## config.mk

```make
export PLATFORM = sky130hd
export DESIGN_NAME = ttl_univ_shift_n
export DESIGN_NICKNAME = d
export VERILOG_FILES = /design/src/rtl/ttl_univ_shift_pkg.sv /design/src/rtl/ttl_shift_burst_ctrl.sv /design/src/rtl/ttl_univ_shift_n.sv
export SDC_FILE = /design/constraint.sdc
export NUM_CORES = 1
export LEC_CHECK = 0
export ABC_CLOCK_PERIOD_IN_PS = 2200
export BUFFER_PORTS_ARGS = -buffer_cell sky130_fd_sc_hd__buf_2
export CAP_MARGIN = 0
export CORE_ASPECT_RATIO = 1.25
export CORE_MARGIN = 2
export CORE_UTILIZATION = 53
export CTS_CLUSTER_DIAMETER = 40
export DETAILED_ROUTE_END_ITERATION = 10
export GPL_ROUTABILITY_DRIVEN = 1
export PLACE_DENSITY = 0.79
export SYNTH_ARGS = -nofsm -noshare
export SYNTH_HDL_FRONTEND = slang
export SYNTH_SLANG_ARGS = --single-unit
export TNS_END_PERCENT = 20
```

## constraint.sdc

```tcl
create_clock -name CP -period 2.2 [get_ports CP]
set_input_delay 0.22 -clock CP [delete_from_list [all_inputs] [get_ports CP]]
set_output_delay 0.22 -clock CP [all_outputs]
set_load 0.01 [all_outputs]
```

## src/rtl/ttl_univ_shift_pkg.sv

```systemverilog
// Shared mode encodings and burst FSM states for the universal shift register.
package ttl_univ_shift_pkg;

  localparam logic [2:0] MODE_HOLD = 3'b000;
  localparam logic [2:0] MODE_SHR  = 3'b001;
  localparam logic [2:0] MODE_SHL  = 3'b010;
  localparam logic [2:0] MODE_LOAD = 3'b011;
  localparam logic [2:0] MODE_ROR  = 3'b100;
  localparam logic [2:0] MODE_ROL  = 3'b101;
  localparam logic [2:0] MODE_BSHR = 3'b110;
  localparam logic [2:0] MODE_BSHL = 3'b111;

  typedef enum logic {
    ST_IDLE = 1'b0,
    ST_RUN  = 1'b1
  } burst_state_t;

endpackage

```

## src/rtl/ttl_shift_burst_ctrl.sv

```systemverilog
// Burst-shift sequencer: clamps the requested count, issues one shift strobe
// per enabled edge and produces the BUSY level and one-cycle DONE pulse.
module ttl_shift_burst_ctrl
  import ttl_univ_shift_pkg::*;
#(
  parameter int WIDTH = 8,
  parameter int CW    = $clog2(WIDTH + 1)
) (
  input  logic          clock,
  input  logic          reset,
  input  logic          en,
  input  logic [2:0]    mode,
  input  logic          start,
  input  logic [CW-1:0] cnt,
  output logic          shift_stb,
  output logic          shift_dir,
  output logic          run,
  output logic          busy,
  output logic          done
);

  localparam logic [CW-1:0] WIDTH_C = CW'(WIDTH);
  localparam logic [CW-1:0] ONE_C   = CW'(1);

  burst_state_t  state, state_nxt;
  logic [CW-1:0] rem, rem_nxt;
  logic [CW-1:0] n_clamp;
  logic          dir, dir_nxt;
  logic          busy_nxt, done_nxt;
  logic          burst_req;

  assign burst_req = start && (mode == MODE_BSHR || mode == MODE_BSHL);
  assign run       = (state == ST_RUN);

  // A zero-count request parks in RUN with rem=0 so DONE lands one edge later
  always_comb begin
    n_clamp   = (cnt > WIDTH_C) ? WIDTH_C : cnt;
    state_nxt = state;
    rem_nxt   = rem;
    dir_nxt   = dir;
    busy_nxt  = busy;
    done_nxt  = 1'b0;
    shift_stb = 1'b0;
    shift_dir = dir;
    case (state)
      ST_IDLE: begin
        shift_dir = mode[0];
        if (burst_req) begin
          dir_nxt = mode[0];
          if (n_clamp == '0) begin
            rem_nxt   = '0;
            state_nxt = ST_RUN;
          end else begin
            shift_stb = 1'b1;
            if (n_clamp == ONE_C) begin
              done_nxt = 1'b1;
            end else begin
              busy_nxt  = 1'b1;
              rem_nxt   = n_clamp - ONE_C;
              state_nxt = ST_RUN;
            end
          end
        end
      end
      ST_RUN: begin
        if (rem == '0) begin
          done_nxt  = 1'b1;
          state_nxt = ST_IDLE;
        end else begin
          shift_stb = 1'b1;
          rem_nxt   = rem - ONE_C;
          if (rem == ONE_C) begin
            busy_nxt  = 1'b0;
            done_nxt  = 1'b1;
            state_nxt = ST_IDLE;
          end
        end
      end
      default: state_nxt = ST_IDLE;
    endcase
  end

  always_ff @(posedge clock) begin
    if (reset) begin
      state <= ST_IDLE;
      rem   <= '0;
      dir   <= 1'b0;
      busy  <= 1'b0;
      done  <= 1'b0;
    end else if (en) begin
      state <= state_nxt;
      rem   <= rem_nxt;
      dir   <= dir_nxt;
      busy  <= busy_nxt;
      done  <= done_nxt;
    end
  end

endmodule

```

## src/rtl/ttl_univ_shift_n.sv

```systemverilog
// N-bit universal shift register with rotate, cascade taps and burst shifting.
// Define TTL_PROP_DELAY_EN to add rise/fall delays on the outputs in simulation.
module ttl_univ_shift_n
  import ttl_univ_shift_pkg::*;
#(
  parameter int WIDTH = 8,
  parameter int CW    = $clog2(WIDTH + 1)
`ifdef TTL_PROP_DELAY_EN
  ,
  parameter int DELAY_RISE = 12,
  parameter int DELAY_FALL = 15
`endif
) (
  input  logic             CP,
  input  logic             CR,
  input  logic             CE,
  input  logic [2:0]       MODE,
  input  logic             DSR,
  input  logic             DSL,
  input  logic [WIDTH-1:0] D,
  input  logic             START,
  input  logic [CW-1:0]    CNT,
  output logic [WIDTH-1:0] Q,
  output logic             QR_OUT,
  output logic             QL_OUT,
  output logic             BUSY,
  output logic             DONE
);

  logic [WIDTH-1:0] q_r;
  logic             shift_stb, shift_dir, burst_run;
  logic             busy_i, done_i;

  ttl_shift_burst_ctrl #(
    .WIDTH (WIDTH),
    .CW    (CW)
  ) u_ctrl (
    .clock     (CP),
    .reset     (CR),
    .en        (CE),
    .mode      (MODE),
    .start     (START),
    .cnt       (CNT),
    .shift_stb (shift_stb),
    .shift_dir (shift_dir),
    .run       (burst_run),
    .busy      (busy_i),
    .done      (done_i)
  );

  // Burst strobes win; plain modes only act while no burst owns the register
  always_ff @(posedge CP) begin
    if (CR) begin
      q_r <= '0;
    end else if (CE) begin
      if (shift_stb) begin
        q_r <= shift_dir ? {DSL, q_r[WIDTH-1:1]} : {q_r[WIDTH-2:0], DSR};
      end else if (!burst_run) begin
        case (MODE)
          MODE_SHR:  q_r <= {q_r[WIDTH-2:0], DSR};
          MODE_SHL:  q_r <= {DSL, q_r[WIDTH-1:1]};
          MODE_LOAD: q_r <= D;
          MODE_ROR:  q_r <= {q_r[WIDTH-2:0], q_r[WIDTH-1]};
          MODE_ROL:  q_r <= {q_r[0], q_r[WIDTH-1:1]};
          default:   q_r <= q_r;
        endcase
      end
    end
  end

`ifdef TTL_PROP_DELAY_EN
  assign #(DELAY_RISE, DELAY_FALL) Q      = q_r;
  assign #(DELAY_RISE, DELAY_FALL) QR_OUT = q_r[WIDTH-1];
  assign #(DELAY_RISE, DELAY_FALL) QL_OUT = q_r[0];
  assign #(DELAY_RISE, DELAY_FALL) BUSY   = busy_i;
  assign #(DELAY_RISE, DELAY_FALL) DONE   = done_i;
`else
  assign Q      = q_r;
  assign QR_OUT = q_r[WIDTH-1];
  assign QL_OUT = q_r[0];
  assign BUSY   = busy_i;
  assign DONE   = done_i;
`endif

endmodule

```

* After elaboration in Yosys (flattened, before gate mapping) *
Cells that the tools add are included.

word-level totals
  flip-flop bits (word level) = 16
  input port bits = 21
  output and inout bits = 12
  word-level logic and storage cells = 68

cells by class
  add/sub/neg operators = 2
  $lt $le $gt $ge = 1
  equality and inequality tests = 16
  multiplexer cells = 33
  bitwise operators = 1
  reductions and logical operators = 9

operators by type and width
  kind                                                                     number
  8-bit one-hot mux with 5 select lines                                    1
  8-bit two-way mux                                                        3
  4-bit two-way mux                                                        5
  1-bit two-way mux                                                        19
  3-bit == test, second input constant                                     4
  2-bit inequality test, second input constant                             5
  4-bit by 1-bit == test with 1-bit output, second input constant          2
  4-bit zero test                                                          2
  1-bit one-hot mux with 2 select lines                                    4
  4-bit one-hot mux with 2 select lines                                    1
  4-bit by 1-bit subtractor with 4-bit output, second input constant       2
  3-bit by 2-bit == test with 1-bit output, second input constant          2
  3-bit AND reduction                                                      2
  6-bit AND reduction                                                      1
  6-bit nonzero test                                                       1
  4-bit greater-than comparator, second input constant                     1
  4-bit AND reduction                                                      1
  3-bit by 1-bit == test with 1-bit output, second input constant          1
  3-bit by 2-bit inequality test with 1-bit output, second input constant  1
  2-bit by 1-bit inequality test with 1-bit output, second input constant  1
  1-bit logical AND                                                        1
  1-bit logical OR                                                         1
  1-bit NOT                                                                1

* Depth between registers and ports, before layout *
Gate-level depths: netlist (run 1).

  depth after elaboration = 8
  mapped depth = 9
  mapped depth without buffers = 7

* By module *
Synthesis (run 1) repeated with hierarchy kept, for this count alone.

unflattened totals
  cell total of the unflattened synthesis = 158
  area total of the unflattened synthesis = 1326.3 µm²

modules (own cells, without submodules)
  module                times used  cells an instance  area each (µm²)  sequential area each (µm²)
  ttl_univ_shift_n      1           93                 774.5            160.2
  ttl_shift_burst_ctrl  1           65                 551.8            160.2

* Least setup slack after synthesis (run 1) *
No wires, ideal clock.

  kind = reg-to-reg
  start point = register u_ctrl.rem[0]
  end point = register q_r[2], in the netlist Q[2]
  library setup time = 138 ps
  arrival = 1779 ps
  data required time = 2062 ps
  slack = 283 ps
  stages on the path, launching flop included = 9
  path buffers = 1
  clock period less this slack = 1917 ps
  cell sequence = dfxtp_1 -> inv_1 -> ha_1 -> or3b_2 -> a22o_1 -> buf_6 -> a21o_4 -> o311ai_2 -> a21oi_2

between the ends
  word-level cells in the longest chain between the ends = 5
  elaborated cells on any way between the ends = 7
  those cells by class = eq/ne (1); mux (3); reduce/logical (3)

RTL lines
  item                                                                          line                        RTL
  start: declaration                                                            ttl_shift_burst_ctrl.sv:26  logic [CW-1:0] rem, rem_nxt;
  start signal: assignment                                                      ttl_shift_burst_ctrl.sv:92  rem <= rem_nxt;
  4-bit zero test (*)                                                           ttl_shift_burst_ctrl.sv:66  if (rem == '0) begin
  1-bit two-way mux (*)                                                         ttl_shift_burst_ctrl.sv:66
  1-bit one-hot mux with 2 select lines (*)                                     ttl_shift_burst_ctrl.sv:45  case (state)
  6-bit nonzero test (no line) / 2-bit inequality test (equally long branches)  --
  3-bit AND reduction (no line)                                                 --
  end signal: assignment                                                        ttl_univ_shift_n.sv:57      q_r <= shift_dir ? {DSL, q_r[WIDTH-1:1]} : {q_r[WIDTH-2:0], DSR};
  end signal: assignment                                                        ttl_univ_shift_n.sv:60      MODE_SHR: q_r <= {q_r[WIDTH-2:0], DSR};
  end signal: assignment                                                        ttl_univ_shift_n.sv:61      MODE_SHL: q_r <= {DSL, q_r[WIDTH-1:1]};
  end: declaration                                                              ttl_univ_shift_n.sv:30      logic [WIDTH-1:0] q_r;

Every way passes the cells marked *; elsewhere a longest branch is shown, timed or not.
A chain may end at the register's enable or synchronous reset.

* Worst setup path in the final report (run 1) *
  start point = register u_ctrl.rem[1]
  end point = register q_r[2], in the netlist Q[2]

The elaborated chain is that of the path after synthesis.

==> summary.md, run 1 <==
| Metric | Value |
|---|---|
| H-tree Lvls | 1 |
| Core Area | 2480 sq um |
| Leakage Power | 0.641 nW |
| Seq/Total Area, Yosys | between 20% and 30% |
| Yosys cell types | 53 |
| Async SR Flop Fraction | 0% |
| Post-Synthesis Cells | 170 |
| RSZ-0062 raised after global routing | no |
| Fin crit period | ~2.0 ns |
| Nets | 225 |
| YS warnings | 0 |
| Clock Sinks | 16 |
| Worst Path Max Fanout | 13 |
| Setup crit start | u_ctrl.rem[1]$_SDFFE_PP0P_ |
| RR Startpoint | u_ctrl.rem[1]$_SDFFE_PP0P_ |
| Initial core utilization | between 50% and 60% |
| Routed length per instance | approximately 16 um |
| Slew Limit Headroom | ~62% |
| Final Wtd Congestion | between 0.8 and 0.9 |
| Critical Path RT | between 2 and 2.5 ns |
| # port buffers | 32 |
| Number of global-route vias before repair | between 1000 and 1500 |
| Commonest non-fill, non-tap cell in the layout | buf_2 |
| Worst setup SP type | flip-flop |
| Worst setup EP type | flip-flop |
| Rows | 20 |
| Total of max-cap violations | 0 |
| FF+latch count, synth | 16 |
| Drt first pass iters | 5 |
| Initial antenna violation count | 0 |
| Clock skew | about 0.0025 ns |
| Pwr dens | 472 nW/um^2 |
| Routed WL | about 3700 um |
| Maximum number of pins on one net before global-route repair | 18 |
| Average size of a mapped cell | just over 8 sq um |
| Layout cells sized above 1 | about two fifths |
| Residual overflow from global routing | 0 |
| CTS tree | built |
| Chip Height | between 60 and 70 um |
| Achievable Freq | about 0.49 GHz |
| Crit Path Class | flip-flop to flip-flop |
| Crit share post-route | between 90% and 100% |
| Antenna Nets Post-Route | 0 |
| Clock Path Buffers | 2 |
| Gr usage total | about a quarter |
| Worst Tran Pin Value | roughly 0.57 ns |
| Fin. Hold Viols | 0 |
| Most frequent cells in the layout | buf_2 (32), dfxtp_1 (16), nand2_1 (14), a21oi_1 (14) |
| Fin area | between 1500 and 2000 sq um |
| Multi-input logic area | 966 sq um |
| FF+latch area | approximately 320 sq um |
| DR vias | 1460 |
| First-pass GRT wire length | 6150 um |
| Finish-stage setup viols | 0 |
| Max-slew violation count | 0 |
| Synthesized area | ~1400 sq um |
| Hold_buf cts | 0 |
| Iteration-0 DRC Markers | 47 |
| CTS Buf Count | 3 |
| Status | complete, no violations |
| Clock-pin slew on the worst setup and hold paths | 0.10 ns |
| Worst-skew pair later-pin latency | 0.29 ns |
| Syn nets | between 150 and 200 |
| Worst Hold Class | input port to flip-flop |
| Number of enable flip-flop cells after synthesis | 0 |
| Placed Area | 1580 sq um |
| Ys flop type | dfxtp_1 |
| Hold path startpoint | CE |
| Crit path DAT | approximately 2.2 ns |
| Width of the die | about 50 um |
| Vias per cell | ~6.2 |
| # fillers | 240 |
| Final core occ | roughly 65% |
| CTS root buf | clkbuf_4 |
| DRC viols | 0 |
| Synth-to-layout area growth | 15.4% |
| Number of setup buffers added after CTS | 0 |
| I/O pin cnt | 33 |
| Hpwl dp | about 2800 um |
| Setup TNS | 0 ns |
| Die ar. | between 3000 and 4000 sq um |
| VDD IR-drop max | approximately 0.33 mV |
| # diodes | 0 |
==> where the power goes <==
group | leakage [nW] | switching [mW] | total, mW | internal [mW]
registers | 0.130 | 0.0223 | 0.326 | 0.304
clock network | 0.0210 | 0.103 | 0.203 | 0.101
logic | 0.490 | 0.134 | 0.234 | 0.101
==> metrics by stage <==
step / setup WS [ns] / total power, mW / cells / hold WS, ns
global route: 0.0661 / 0.801 / 234 / 0.269
detailed placement: 0.0821 / 0.564 / 230 / 0.485
finish: 0.171 / 0.763 / 234 / 0.249
floorplan: 0.283 / 0.495 / 170 / 0.368
CTS: 0.0829 / 0.761 / 234 / 0.250
global placement: 0.154 / 0.554 / 230 / 0.472
==> logic make-up (layout without fill, tap and decap cells) <==
group                      Yosys count  count (layout)  synth area share, %
muxes                                7               7                 5.27
DFF                                 16              16                 22.9
buffers and inverters               22              53                 8.30
and+or+nand+nor                     54              54                 20.9
adders and majority gates            2               2                 1.79
AOI/OAI and AO/OA                   69              69                 40.9
==> per-layer routing <==
| layer | GRT usage [%] | vias to the layer above | routed length, um |
|---|---|---|---|
| li1 | - | 713 | - |
| met2 | 51.3 | 45 | 1940 |
| met1 | 28.7 | 696 | 1480 |
| met4 | 9.52 | 0 | 63 |
| met3 | 3.16 | 6 | 186 |
| met5 | 0 | - | 0 |
==> critical path, stage by stage, from the launching register on <==
cell      delay (ns)
dfxtp_1         0.36
inv_1           0.09
ha_1            0.16
or3b_2          0.48
a22o_2          0.35
a21o_4          0.31
o311ai_2        0.09
a21oi_2         0.08
==> area by class of cell <==
class / count / share of cell area [%]
Multi-Input combinational cell: 132 / 59.7
Sequential cell: 16 / 19.8
Clock buffer: 4 / 2.24
Tap cell: 33 / 2.55
Timing Repair Buffer: 40 / 13.6
Inverter: 9 / 2.09
==> final timing paths <==
kind / endpoint / slack (ns) / depth (start not counted)
worst max-delay path: Q[2]$_SDFFE_PP0P_ / 0.17 / 7
worst min-delay path: u_ctrl.dir$_SDFFE_PP0P_ / 0.25 / 3
worst min register to register: u_ctrl.dir$_SDFFE_PP0P_ / 0.51 / 2
worst max register to register: Q[2]$_SDFFE_PP0P_ / 0.17 / 7
==> state kept, by name, summed over array words and instances, names as in the netlist <==
name,cells
u_ctrl.rem,4
u_ctrl.dir,1
Q,8
u_ctrl.done,1
u_ctrl.busy,1
u_ctrl.run,1
==> synthesized netlist by cell type (5+ instances only) <==
master	instances	share of area [%]
dfxtp_1	16	23
a21oi_1	14	5.0
nand2_1	14	3.7
a21oi_2	8	5.0
inv_1	8	2.1
nor2_1	8	2.1
o211ai_2	7	6.2
mux2i_1	6	4.3
nand2_2	6	2.7
a221oi_1	5	3.1
a22oi_1	5	2.7
clkbuf_1	5	1.3
nor3_1	5	1.8
==> repair_timing <==
action | in CTS | in global routing
hold endpoints to repair | 0 | 0
resized for setup | 0 | 1
endpoints found under the setup margin | 0 | 8
(Power assumes the default switching activity.)
==> run 2: changes to the inputs <==
Settings changed: CORE_UTILIZATION 53 to 55, CTS_BUF_LIST set to sky130_fd_sc_hd__clkbuf_8, PLACE_DENSITY 0.79 to 0.81.
==> run 2 against run 1 <==
Final cell count down 0.85%. Register-to-register slack about the same. Fmax about the same. Clock-buffer cell count unchanged. Non-clock buffer count down 2. Critical endpoint unchanged. Largest cell class unchanged.
==> summary.md, run 2 (same netlist as run 1, synthesis figures left out) <==
| Metric | Value |
|---|---|
| Max stage delay on crit path | 0.47 ns (was 0.48 ns) |
| Fin worst setup slack | 0.172 ns (was 0.171 ns) |
| Nets | 223 (was 225) |
| Clock skew | 0.00113 ns (was 0.00252 ns) |
| Most frequent cells in the layout | buf_2 (32), dfxtp_1 (16), nand2_1 (14), a21oi_1 (14) (unchanged) |
| R2R Setup Slk | 0.17 ns (about the same) |
| Initial core utilization | 57.7% (was 56.6%) |
| Vias per cell | 6.20 (was 6.24) |
| Status | complete, no violations (unchanged) |
| Commonest non-fill, non-tap cell in the layout | buf_2 (unchanged) |
| Slew Limit Headroom | 52.3% (was 62.0%) |
| Max-slew violation count | 0 (unchanged) |
| Worst Hold Class | input port to flip-flop (unchanged) |
| FF-to-FF End | Q[2]$_SDFFE_PP0P_ (unchanged) |
| Layout cells sized above 1 | 39.7% (was 40.3%) |
| Drt first pass iters | 4 (was 5) |
| Initial antenna violation count | 0 (unchanged) |
| Clock-pin slew on the worst setup and hold paths | 0.07 ns (was 0.10 ns) |
| RR Startpoint | u_ctrl.rem[0]$_SDFFE_PP0P_ (was u_ctrl.rem[1]$_SDFFE_PP0P_) |
| Iteration-0 DRC Markers | 61 (was 47) |
| CTS root buf | clkbuf_8 (was clkbuf_4) |
| CTS Buf Count | 3 (unchanged) |
| Hold path startpoint | CE (unchanged) |
| Net Sw Power | 0.259 mW (was 0.258 mW) |
| Leakage Power | 0.638 nW (was 0.641 nW) |
| Worst Path Max Fanout | 12 (was 13) |
| Total of max-cap violations | 0 (unchanged) |
| Synth-to-layout area growth | 15.7% (was 15.4%) |
| Final Wtd Congestion | 0.883 (was 0.872) |
| Sequential Power Share | 39.8% (was 42.7%) |
| Fin. Hold Viols | 0 (unchanged) |
| Critical-path cell list | inv_1 > ha_1 > or3b_2 > a22o_2 > a21o_4 > o311ai_2 > a21oi_2 (unchanged) |
| Worst-skew pair later-pin latency | 0.25 ns (was 0.29 ns) |
| Routed WL | 3420 um (was 3680 um) |
| DR vias | 1439 (was 1460) |
| Number of setup buffers added after CTS | 0 (unchanged) |
| Width of the die | 49.1 um (was 50.0 um) |
| Worst Setup EP | Q[2]$_SDFFE_PP0P_ (unchanged) |
| Worst setup EP type | flip-flop (unchanged) |
| Setup TNS | 0 ns (unchanged) |
| Worst setup SP type | flip-flop (unchanged) |
| Clock Path Buffers | 2 (unchanged) |
| H-tree Lvls | 1 (unchanged) |
| # port buffers | 32 (unchanged) |
| CTS tree | built (unchanged) |
| Number of global-route vias before repair | 1319 (was 1370) |
| DRC viols | 0 (unchanged) |
| Sw frac | 31.6% (was 33.8%) |
| Worst Tran Pin Value | 0.715 ns (was 0.569 ns) |
| Crit Path Class | flip-flop to flip-flop (unchanged) |
| # fillers | 222 (was 240) |
| Hold_buf cts | 0 (unchanged) |
| Finish-stage setup viols | 0 (unchanged) |
| Crit share post-route | 92.2% (about the same) |
| Setup crit start | u_ctrl.rem[0]$_SDFFE_PP0P_ (was u_ctrl.rem[1]$_SDFFE_PP0P_) |
| Clock power share | 32.4% (was 26.6%) |
| Core Area | 2430 sq um (was 2480 sq um) |
| CTS resizes | 0 (unchanged) |
| Residual overflow from global routing | 0 (unchanged) |
| Reg2Reg Depth | 7 (unchanged) |
| Maximum number of pins on one net before global-route repair | 18 (unchanged) |
| RSZ-0062 raised after global routing | no (unchanged) |
| Comb pwr share | 27.8% (was 30.7%) |
| Crit-path slowest cell | or3b_2 (unchanged) |
| Chip Height | 60.4 um (was 61.5 um) |
| First-pass GRT wire length | 5710 um (was 6150 um) |
| Cell-internal power | 0.562 mW (was 0.505 mW) |
| Hpwl dp | 2590 um (was 2800 um) |
| Rows | 20 (unchanged) |
| Max FFs per register | 8 (unchanged) |
| VDD IR-drop max | 0.345 mV (was 0.328 mV) |
| I/O pin cnt | 33 (unchanged) |
| Die ar. | 2970 sq um (was 3070 sq um) |
| Antenna Nets Post-Route | 0 (unchanged) |
| Crit path DAT | 2.16 ns (was 2.21 ns) |
| Critical Path RT | 2.33 ns (was 2.38 ns) |
| Gr usage total | 24.3% (was 26.1%) |
| Achievable Freq | 0.493 GHz (about the same) |
| # diodes | 0 (unchanged) |
| Clock Sinks | 16 (unchanged) |
| Routed length per instance | 14.7 um (was 15.7 um) |
| Pwr dens | 506 nW/um^2 (was 472 nW/um^2) |
| Fin crit period | 2.03 ns (about the same) |
| Dpl ws | 0.102 ns (was 0.0821 ns) |
-- run 2: cell count changes in the layout (fill, tap and decap cells not counted), sizes merged --
cell  change
buf       -2
-- run 2: worst min path at each step --
stage / end / slack (ns) / cells after the start
floorplan: u_ctrl.dir$_SDFFE_PP0P_ / 0.37 / 2
global placement: u_ctrl.dir$_SDFFE_PP0P_ / 0.47 / 2
detailed placement: u_ctrl.rem[1]$_SDFFE_PP0P_ / 0.48 / 2
CTS: u_ctrl.dir$_SDFFE_PP0P_ / 0.29 / 3
global route: u_ctrl.dir$_SDFFE_PP0P_ / 0.33 / 3
finish: u_ctrl.dir$_SDFFE_PP0P_ / 0.30 / 3
-- run 2: per-layer routing --
metal / track usage, % / part of all wire [%] / wire, um / vias to the layer above
met1: 29.8 / 44 / 1500 / 677
met4: 12.2 / 1.7 / 58 / 0
li1: - / - / - / 702
met5: 0 / 0 / 0 / -
met2: 41.7 / 48 / 1660 / 52
met3: 4.19 / 5.9 / 202 / 8
-- run 2: area by class of cell --
type	count	area (sq um)	area share (%)
timing repair buffer	38	205	12.7
clock buffer	4	55.1	3.40
multi-input combinational	132	966	59.6
tap	33	41.3	2.55
inverter	9	33.8	2.08
sequential	16	320	19.8
-- run 2: metrics by stage --
step	area, sq um	utilization, %	power [mW]	hold slack, ns	instances
floorplan	1400	-	0.495	0.368	170
global placement	1570	64.5	0.552	0.475	228
detailed placement	1570	64.5	0.559	0.481	228
CTS	1620	66.8	0.825	0.294	232
global route	1620	66.8	0.864	0.327	232
finish	1620	66.8	0.821	0.301	232
-- run 2: power groups by stage --
stage               clock network (mW)  logic (mW)  registers, mW
floorplan                            0       0.163          0.331
global placement                     0       0.221          0.331
detailed placement                   0       0.226          0.333
CTS                              0.271       0.228          0.326
global route                     0.285       0.250          0.329
finish                           0.266       0.228          0.327
-- run 2: worst max-delay path, delay by kind of cell (launching register included) --
family	cells	cell delay (ns)
AOI/OAI and AO/OA	4	0.84
and+or+nand+nor	1	0.47
DFF	1	0.35
adders and majority gates	1	0.16
buffers and inverters	1	0.09
==> run 3: changes to the inputs <==
Settings changed: PLACE_DENSITY 0.81 to 0.85, REMOVE_ABC_BUFFERS set to 1.
==> run 3 against run 2 <==
Clock power rose by 2%. Routed wire length up 6.3%. Design area is 0.93% higher. Clock-buffer cell count stayed put. Power rose by 1.1%. Clock skew rose by 0.00053 ns. Largest cell class unchanged. Largest power group unchanged. Highest routed layer unchanged.
==> summary.md, run 3 (same netlist as run 1, synthesis figures left out) <==
| Metric | Value |
|---|---|
| Clock power share | 32.6% (was 32.4%) |
| Max stage delay on crit path | 0.49 ns (was 0.47 ns) |
| R2R Setup Slk | 0.15 ns (was 0.17 ns) |
| Worst setup SP type | flip-flop (unchanged) |
| Crit share post-route | 93.2% (was 92.2%) |
| Hold_buf cts | 0 (unchanged) |
| RR Startpoint | u_ctrl.rem[0]$_SDFFE_PP0P_ (unchanged) |
| Routed WL | 3630 um (was 3420 um) |
| Hold path startpoint | CE (unchanged) |
| Width of the die | 49.1 um (unchanged) |
| Worst-skew pair later-pin latency | 0.26 ns (was 0.25 ns) |
| Initial core utilization | 57.7% (unchanged) |
| Setup crit start | u_ctrl.rem[0]$_SDFFE_PP0P_ (unchanged) |
| Finish-stage setup viols | 0 (unchanged) |
| First-pass GRT wire length | 5830 um (was 5710 um) |
| DRC viols | 0 (unchanged) |
| Worst setup EP type | flip-flop (unchanged) |
| Clock skew | 0.00166 ns (was 0.00113 ns) |
| # port buffers | 32 (unchanged) |
| Rows | 20 (unchanged) |
| Synth-to-layout area growth | 16.8% (was 15.7%) |
| Vias per cell | 6.38 (was 6.20) |
| Gr usage total | 25.3% (was 24.3%) |
| Final core occ | 67.4% (was 66.8%) |
| Cell-internal power | 0.564 mW (was 0.562 mW) |
| Sequential Power Share | 39.3% (was 39.8%) |
| # diodes | 0 (unchanged) |
| Achievable Freq | 0.488 GHz (was 0.493 GHz) |
| Fin. Hold Viols | 0 (unchanged) |
| RSZ-0062 raised after global routing | no (unchanged) |
| Residual overflow from global routing | 0 (unchanged) |
| Max FFs per register | 8 (unchanged) |
| Drt first pass iters | 4 (unchanged) |
| Max-slew violation count | 0 (unchanged) |
| Routed length per instance | 15.5 um (was 14.7 um) |
| Total of max-cap violations | 0 (unchanged) |
| CTS root buf | clkbuf_8 (unchanged) |
| Worst hold path depth | 3 (unchanged) |
| Antenna Nets Post-Route | 0 (unchanged) |
| Critical-path cell list | inv_1 > ha_1 > or3b_2 > a22o_2 > a21o_4 > o311ai_2 > a21oi_2 (unchanged) |
| Pwr dens | 507 nW/um^2 (was 506 nW/um^2) |
| Iteration-0 DRC Markers | 72 (was 61) |
| DR vias | 1494 (was 1439) |
| Final Wtd Congestion | 0.904 (was 0.883) |
| Clock Path Buffers | 2 (unchanged) |
| Crit path DAT | 2.18 ns (was 2.16 ns) |
| Sw frac | 32.0% (was 31.6%) |
| Design Power | 0.830 mW (was 0.821 mW) |
| # fillers | 212 (was 222) |
| Status | complete, no violations (unchanged) |
| Setup TNS | 0 ns (unchanged) |
| CTS tree | built (unchanged) |
| Nets | 225 (was 223) |
| Comb pwr share | 28.2% (was 27.8%) |
| I/O pin cnt | 33 (unchanged) |
| Crit Path Class | flip-flop to flip-flop (unchanged) |
| Die ar. | 2970 sq um (unchanged) |
| Hpwl dp | 2770 um (was 2590 um) |
| H-tree Lvls | 1 (unchanged) |
| Slew Limit Headroom | 64.1% (was 52.3%) |
| Core Area | 2430 sq um (unchanged) |
| Worst Hold Class | input port to flip-flop (unchanged) |
| Critical Path RT | 2.33 ns (about the same) |
| Layout cells sized above 1 | 40.3% (was 39.7%) |
| Reg2Reg Depth | 7 (unchanged) |
| Clock Sinks | 16 (unchanged) |
| Clock-pin slew on the worst setup and hold paths | 0.07 ns (about the same) |
| Initial antenna violation count | 0 (unchanged) |
| Leakage Power | 0.648 nW (was 0.638 nW) |
| CTS Buf Count | 3 (unchanged) |
| Fin crit period | 2.05 ns (was 2.03 ns) |
| Commonest non-fill, non-tap cell in the layout | buf_2 (unchanged) |
| Chip Height | 60.4 um (unchanged) |
| Most frequent cells in the layout | buf_2 (32), dfxtp_1 (16), nand2_1 (14), a21oi_1 (14) (unchanged) |
| Crit-path slowest cell | or3b_2 (unchanged) |
| Net Sw Power | 0.266 mW (was 0.259 mW) |
| Maximum number of pins on one net before global-route repair | 18 (unchanged) |
| VDD IR-drop max | 0.396 mV (was 0.345 mV) |
| Worst Path Max Fanout | 14 (was 12) |
| Number of global-route vias before repair | 1332 (was 1319) |
| Worst Tran Pin Value | 0.537 ns (was 0.715 ns) |
==> run 3: cell types whose count changed in the layout (fill, tap and decap cells not counted), sizes merged <==
cell and delta:
buf +2
==> run 3: cell type report <==
| class | instances | area, sq um | share of cell area [%] |
|---|---|---|---|
| repair buffers | 40 | 220 | 13.5 |
| multi-input cells | 132 | 966 | 59.0 |
| flip-flops and latches | 16 | 320 | 19.6 |
| well taps | 33 | 41.3 | 2.52 |
| clock buffers | 4 | 55.1 | 3.36 |
| inverters | 9 | 33.8 | 2.06 |
==> run 3: worst max-delay path: cells and delay by family (launching register included) <==
kind,cells,cell delay [ns]
compound gates,4,0.86
buf+inv,1,0.09
simple gates,1,0.49
flops,1,0.34
fa+ha+maj,1,0.16
==> run 3: final timing paths <==
kind,to
max,Q[2]$_SDFFE_PP0P_
max reg2reg,Q[2]$_SDFFE_PP0P_
min,u_ctrl.dir$_SDFFE_PP0P_
min reg2reg,u_ctrl.rem[1]$_SDFFE_PP0P_
==> run 3: per-layer routing <==
layer / vias to the layer above / track usage [%] / routed length (um)
met4: 0 / 11.8 / 59
met2: 70 / 48.5 / 1890
met5: - / 0 / 0
met3: 5 / 2.71 / 232
li1: 710 / - / -
met1: 709 / 28.4 / 1460
==> run 3: what timing repair did <==
item,CTS,global route
setup buffers,0,0
gates resized for setup,0,1
endpoints found under the setup margin,0,8
==> run 3: power groups by stage <==
stage                     Clock, mW  Sequential, mW  Combinational, mW
after floorplan                   0           0.334              0.136
after global placement            0           0.330              0.224
after detailed placement          0           0.332              0.232
after CTS                     0.272           0.325              0.233
after global routing          0.280           0.327              0.255
final                         0.270           0.326              0.234
==> run 3: per-stage QoR <==
step / area (sq um) / hold WS, ns / setup WS, ns / std cells
floorplan: 1320 / 0.282 / 0.0822 / 157
global placement: 1580 / 0.471 / 0.140 / 230
detailed placement: 1580 / 0.484 / 0.0825 / 230
CTS: 1640 / 0.292 / 0.0648 / 234
global route: 1640 / 0.301 / 0.0572 / 234
finish: 1640 / 0.293 / 0.150 / 234
